[src/rtl/board_state.sv]
// board_state: 3x3 tic-tac-toe board keeper.
// It tells the position generator whether a candidate cell is free. On confirm it
// commits the mover's mark, then spends one CHECK cycle scoring the board for a
// win or a draw before handing the turn to the other side.
module board_state (
  input  logic        clk,
  input  logic        reset,
  input  logic [3:0]  pos,
  input  logic        confirm,
  input  logic        new_game,
  output logic        pos_available,
  output logic [17:0] board,
  output logic        player,
  output logic [3:0]  move_count,
  output logic        move_done,
  output logic        illegal,
  output logic        game_over,
  output logic [1:0]  winner
);

  typedef enum logic [1:0] {
    S_PLAY  = 2'd0,
    S_CHECK = 2'd1,
    S_OVER  = 2'd2
  } state_t;

  state_t      r_state;
  state_t      w_next_state;
  logic [17:0] r_board;
  logic        r_player;
  logic [3:0]  r_move_count;
  logic        r_illegal;
  logic [1:0]  r_winner;

  logic [1:0]  w_cells [16];
  logic [1:0]  w_code;
  logic        w_accept;
  logic        w_reject;
  logic        w_win;
  logic        w_full;

  // Cell lookup table indexed directly by pos; indices 9..15 read as "occupied"
  // so that an out-of-range pos can never look free.
  for (genvar g = 0; g < 16; g++) begin : g_cells
    if (g < 9) begin : g_real
      assign w_cells[g] = r_board[2*g +: 2];
    end else begin : g_pad
      assign w_cells[g] = 2'b11;
    end
  end

  // True when all three cells of one line hold the given code.
  function automatic logic line_win(input logic [17:0] b, input logic [1:0] c,
                                    input int a, input int m, input int z);
    line_win = (b[2*a +: 2] == c) && (b[2*m +: 2] == c) && (b[2*z +: 2] == c);
  endfunction

  assign w_code = r_player ? 2'b10 : 2'b01;
  assign w_full = (r_move_count == 4'd9);

  // Only the mover's code is scored: any earlier win would already have ended the game.
  assign w_win = line_win(r_board, w_code, 0, 1, 2) |
                 line_win(r_board, w_code, 3, 4, 5) |
                 line_win(r_board, w_code, 6, 7, 8) |
                 line_win(r_board, w_code, 0, 3, 6) |
                 line_win(r_board, w_code, 1, 4, 7) |
                 line_win(r_board, w_code, 2, 5, 8) |
                 line_win(r_board, w_code, 0, 4, 8) |
                 line_win(r_board, w_code, 2, 4, 6);

  assign pos_available = (r_state == S_PLAY) && (pos < 4'd9) && (w_cells[pos] == 2'b00);

  // new_game takes precedence, so a simultaneous confirm neither writes nor flags illegal.
  assign w_accept = confirm && !new_game && pos_available;
  assign w_reject = confirm && !new_game &&
                    (((r_state == S_PLAY) && !pos_available) || (r_state == S_OVER));

  // State register.
  always_ff @(posedge clk or posedge reset) begin
    if (reset) r_state <= S_PLAY;
    else       r_state <= w_next_state;
  end

  // Next-state logic: PLAY -> CHECK on an accepted move; CHECK resolves in one cycle.
  always_comb begin
    w_next_state = r_state;
    if (new_game) begin
      w_next_state = S_PLAY;
    end else begin
      case (r_state)
        S_PLAY:  if (w_accept) w_next_state = S_CHECK;
        S_CHECK: w_next_state = (w_win || w_full) ? S_OVER : S_PLAY;
        S_OVER:  w_next_state = S_OVER;
        default: w_next_state = S_PLAY;
      endcase
    end
  end

  // Output decode from state.
  always_comb begin
    move_done = 1'b0;
    game_over = 1'b0;
    case (r_state)
      S_CHECK: move_done = 1'b1;
      S_OVER:  game_over = 1'b1;
      default: ;
    endcase
  end

  // Board, turn, move counter, result and illegal pulse.
  always_ff @(posedge clk or posedge reset) begin
    if (reset) begin
      r_board      <= '0;
      r_player     <= 1'b0;
      r_move_count <= '0;
      r_illegal    <= 1'b0;
      r_winner     <= 2'b00;
    end else if (new_game) begin
      r_board      <= '0;
      r_player     <= 1'b0;
      r_move_count <= '0;
      r_illegal    <= 1'b0;
      r_winner     <= 2'b00;
    end else begin
      r_illegal <= w_reject;
      if (w_accept) begin
        for (int i = 0; i < 9; i++) begin
          if (pos == 4'(i)) r_board[2*i +: 2] <= w_code;
        end
        r_move_count <= r_move_count + 4'd1;
      end
      // A win keeps the mover as player; a full board leaves winner at 00 (draw).
      if (r_state == S_CHECK) begin
        if (w_win)        r_winner <= w_code;
        else if (!w_full) r_player <= ~r_player;
      end
    end
  end

  assign board      = r_board;
  assign player     = r_player;
  assign move_count = r_move_count;
  assign illegal    = r_illegal;
  assign winner     = r_winner;

endmodule

[config.mk]
export PLATFORM = sky130hd
export DESIGN_NAME = board_state
export DESIGN_NICKNAME = d
export VERILOG_FILES = /design/src/rtl/board_state.sv
export SDC_FILE = /design/constraint.sdc
export NUM_CORES = 1
export LEC_CHECK = 0
export BUFFER_PORTS_ARGS = -buffer_cell sky130_fd_sc_hd__buf_4
export CORE_MARGIN = 8
export CORE_UTILIZATION = 53
export DETAILED_ROUTE_END_ITERATION = 12
export PLACE_DENSITY = 0.78
export SYNTH_ARGS = -nofsm -noshare
export SYNTH_HDL_FRONTEND = slang
export SYNTH_SLANG_ARGS = --single-unit
[constraint.sdc]
create_clock -name clk -period 2.31 [get_ports clk]
set_clock_uncertainty 0.05 [all_clocks]
set_input_delay 0.462 -clock clk [delete_from_list [all_inputs] [get_ports clk]]
set_output_delay 0.462 -clock clk [all_outputs]
set_load 0.1 [all_outputs]
==> flow_summary.ini <==
[timing]
fin_hold_ws_ns = 0.213
setup_viol = 1
hold_viol_final = 0
rsz0062_at_grt = yes
fmax_ghz = 0.378
tightest_slew_ns = 0.790
relSlewSlack_pct = 47.3
slew_viol_final = 0
post-route-period-util_pct = 114
setup_tns_ns = -0.334
min_period_ns = 2.64
fin_ws_ns = -0.334

[worst_setup_path]
cp-end-kind = output pin
r2r-start = board[6]
r2r_slack_ns = 0.05
cp-startpoint = board[6]
r2r_cells = 6
critical_path_class = reg -> out
cp_data_arrival_time_ns = 2.13
cp.required_ns = 1.80
r2r_end = board[9]
start_kind = flop
cp-endpoint = pos_available
timing.critical_path.fanout_max = 2

[grt]
grt_max_degree = 21
grt_pass1_vias = 1619
grt_pass1_wl_um = 7560
track_usage_pct = 18.4
antenna_found_initial = 0
grt-ovfl-total = 0

[logic_synthesis]
syn_nets = 186
syn-cell-area_mm2 = 0.00166
synth_mux_area_share_pct = 2.57
synth.avg_cell_area_um2 = 9.41
yosys.area_share.simple_pct = 29.2
ys_ff_latch = 28
yosysWarningCount = 0
ys_types = 46
syn_inst = 176
seq_area_frac_synth_pct = 42.3
synth_edf_count = 0
synth_top_family_by_area = simple AND/OR/NAND/NOR gates
synth_top_flop_cell = dfrtp_1
async_flop_share_pct = 100
synth-xor-area-share_pct = 0
synth_adder_area_share_pct = 1.51
synth_compound_area_share_pct = 20.7

[floorplan]
coreArea_mm2 = 0.00300
die_area_mm2 = 0.00517
start_util_pct = 55.1
rows = 20
die_x_um = 71.9
pin_count = 37
die_y_um = 71.9

[routing]
drtPass1Iterations = 4
drtIter0Drc = 94
vias = 1622
wirelength_um = 4730
drc = 0
wl_per_cell_um = 17.8
viasPerCell = 6.12
ant_nets = 0

[pwr]
ir_worst_vdd_v = 0.000263
power_density_mw_per_mm2 = 414
p_leak_nw = 0.992

[cells_and_area]
regArea_um2 = 727
drive_above_1_share_pct = 44.4
nFillCells = 237
final_nets = 243
layout_common_cells = buf_4, nor2_1, dfrtp_2
diodes = 0
syn_to_final_growth_pct = 34.5
multi_input_area_um2 = 950
fin_area_mm2 = 0.00223
mostFrequentLayoutCell = buf_4
fin_util_pct = 74.2

[clocking]
htreeDepth = 1
postCtsHoldBufs = 0
clockBufferDepth = 2
path_clk_slew_ns = 0.15
cts_tree = done
cts.sinks = 28
cts_made_buffers = 3
root_buffer = clkbuf_4
clk_latency_ns = 0.33

[place]
portBuffers = 36
gp_congestion = 0.939
dpl.hpwl_um = 3490
preCtsSetupSlack_ns = -0.205
placed_area_mm2 = 0.00214

[hold_path]
hp-class = in -> async

[run_status]
violations = negative setup slack
status = complete, but fails checks

[flow_run]
maxCapViolations = 0
## logic make-up after synthesis
family,after synthesis
flip-flops,28
AND/OR/NAND/NOR,81
AO/OA/AOI/OAI,46
buffers and inverters,15
adder cells (fa/ha/maj),2
multiplexers,4
## final cells by class
type	instances	share of cell area (%)
Tap cell	33	1.85
Clock buffer	4	1.18
Timing Repair Buffer	59	20.3
Sequential cell	28	32.6
Inverter	8	1.35
Multi-Input combinational cell	133	42.6
## worst max-delay path, stage by stage, from the launching register on
cell and delay [ns]:
dfrtp_4 0.50, or3b_4 0.38, o311a_1 0.14, o32ai_4 0.30, a21oi_2 0.12, nor3_4 0.17
buf_12 0.20
## metal layers
metal,up-vias,track usage [%],part of all wire [%]
li1,750,-,-
met1,796,21.2,40
met2,66,32.5,51
met3,10,3.07,7.4
met4,0,7.94,2.1
met5,-,0,0
## registers in the layout (all words and copies together), names as in the netlist
register / count
board: 18
move_count: 4
r_state: 2
winner: 2
illegal: 1
player: 1
## power by group
| part | internal (mW) | switching [mW] | total, mW | leakage [nW] |
|---|---|---|---|---|
| Combinational | 0.0706 | 0.136 | 0.207 | 0.616 |
| Sequential | 0.498 | 0.00895 | 0.507 | 0.360 |
| Clock | 0.0677 | 0.140 | 0.208 | 0.0150 |
| Total | 0.636 | 0.286 | 0.922 | 0.992 |
## worst min-delay path by stage
stage / cells after the start / endpoint
6_report: 2 / board[15]
4_1_cts: 2 / move_count[3]
3_3_place_gp: 2 / board[4]
5_1_grt: 2 / board[15]
2_1_floorplan: 1 / illegal
3_5_place_dp: 1 / board[14]
## what timing repair did
action                                  in CTS  in global routing
gates resized for setup                      4                  6
buffers inserted                             2                  3
endpoints found under the setup margin       1                 10
pin swaps                                    5                  3
## cells in the mapped netlist, types with 2 or more instances
| cell type | instances | area (um^2) |
|---|---|---|
| dfrtp_1 | 28 | 701 |
| nor2_1 | 25 | 93.8 |
| a21oi_1 | 12 | 60.1 |
| nand2b_1 | 12 | 75.1 |
| inv_1 | 8 | 30.0 |
| nand2_1 | 8 | 30.0 |
| o22ai_1 | 8 | 50.1 |
| nor2b_1 | 7 | 43.8 |
| o2bb2ai_1 | 7 | 61.3 |
| buf_2 | 4 | 20.0 |
| nand3b_1 | 4 | 30.0 |
| nor3_1 | 4 | 20.0 |
| nor3b_1 | 4 | 30.0 |
| a31oi_1 | 3 | 18.8 |
| clkbuf_1 | 3 | 11.3 |
| a22o_1 | 2 | 17.5 |
| and3b_1 | 2 | 17.5 |
| and4_2 | 2 | 20.0 |
| ha_1 | 2 | 25.0 |
| mux2i_1 | 2 | 20.0 |
| nand3_1 | 2 | 10.0 |
| o21ai_0 | 2 | 10.0 |
| or3b_2 | 2 | 17.5 |
## metrics by stage
stage	instances	power, mW
after CTS	265	0.927
after global placement	259	0.707
final	265	0.922
after floorplan	176	0.649
after global routing	265	0.956
after detailed placement	259	0.712
Power figures use the tool's default switching activity.
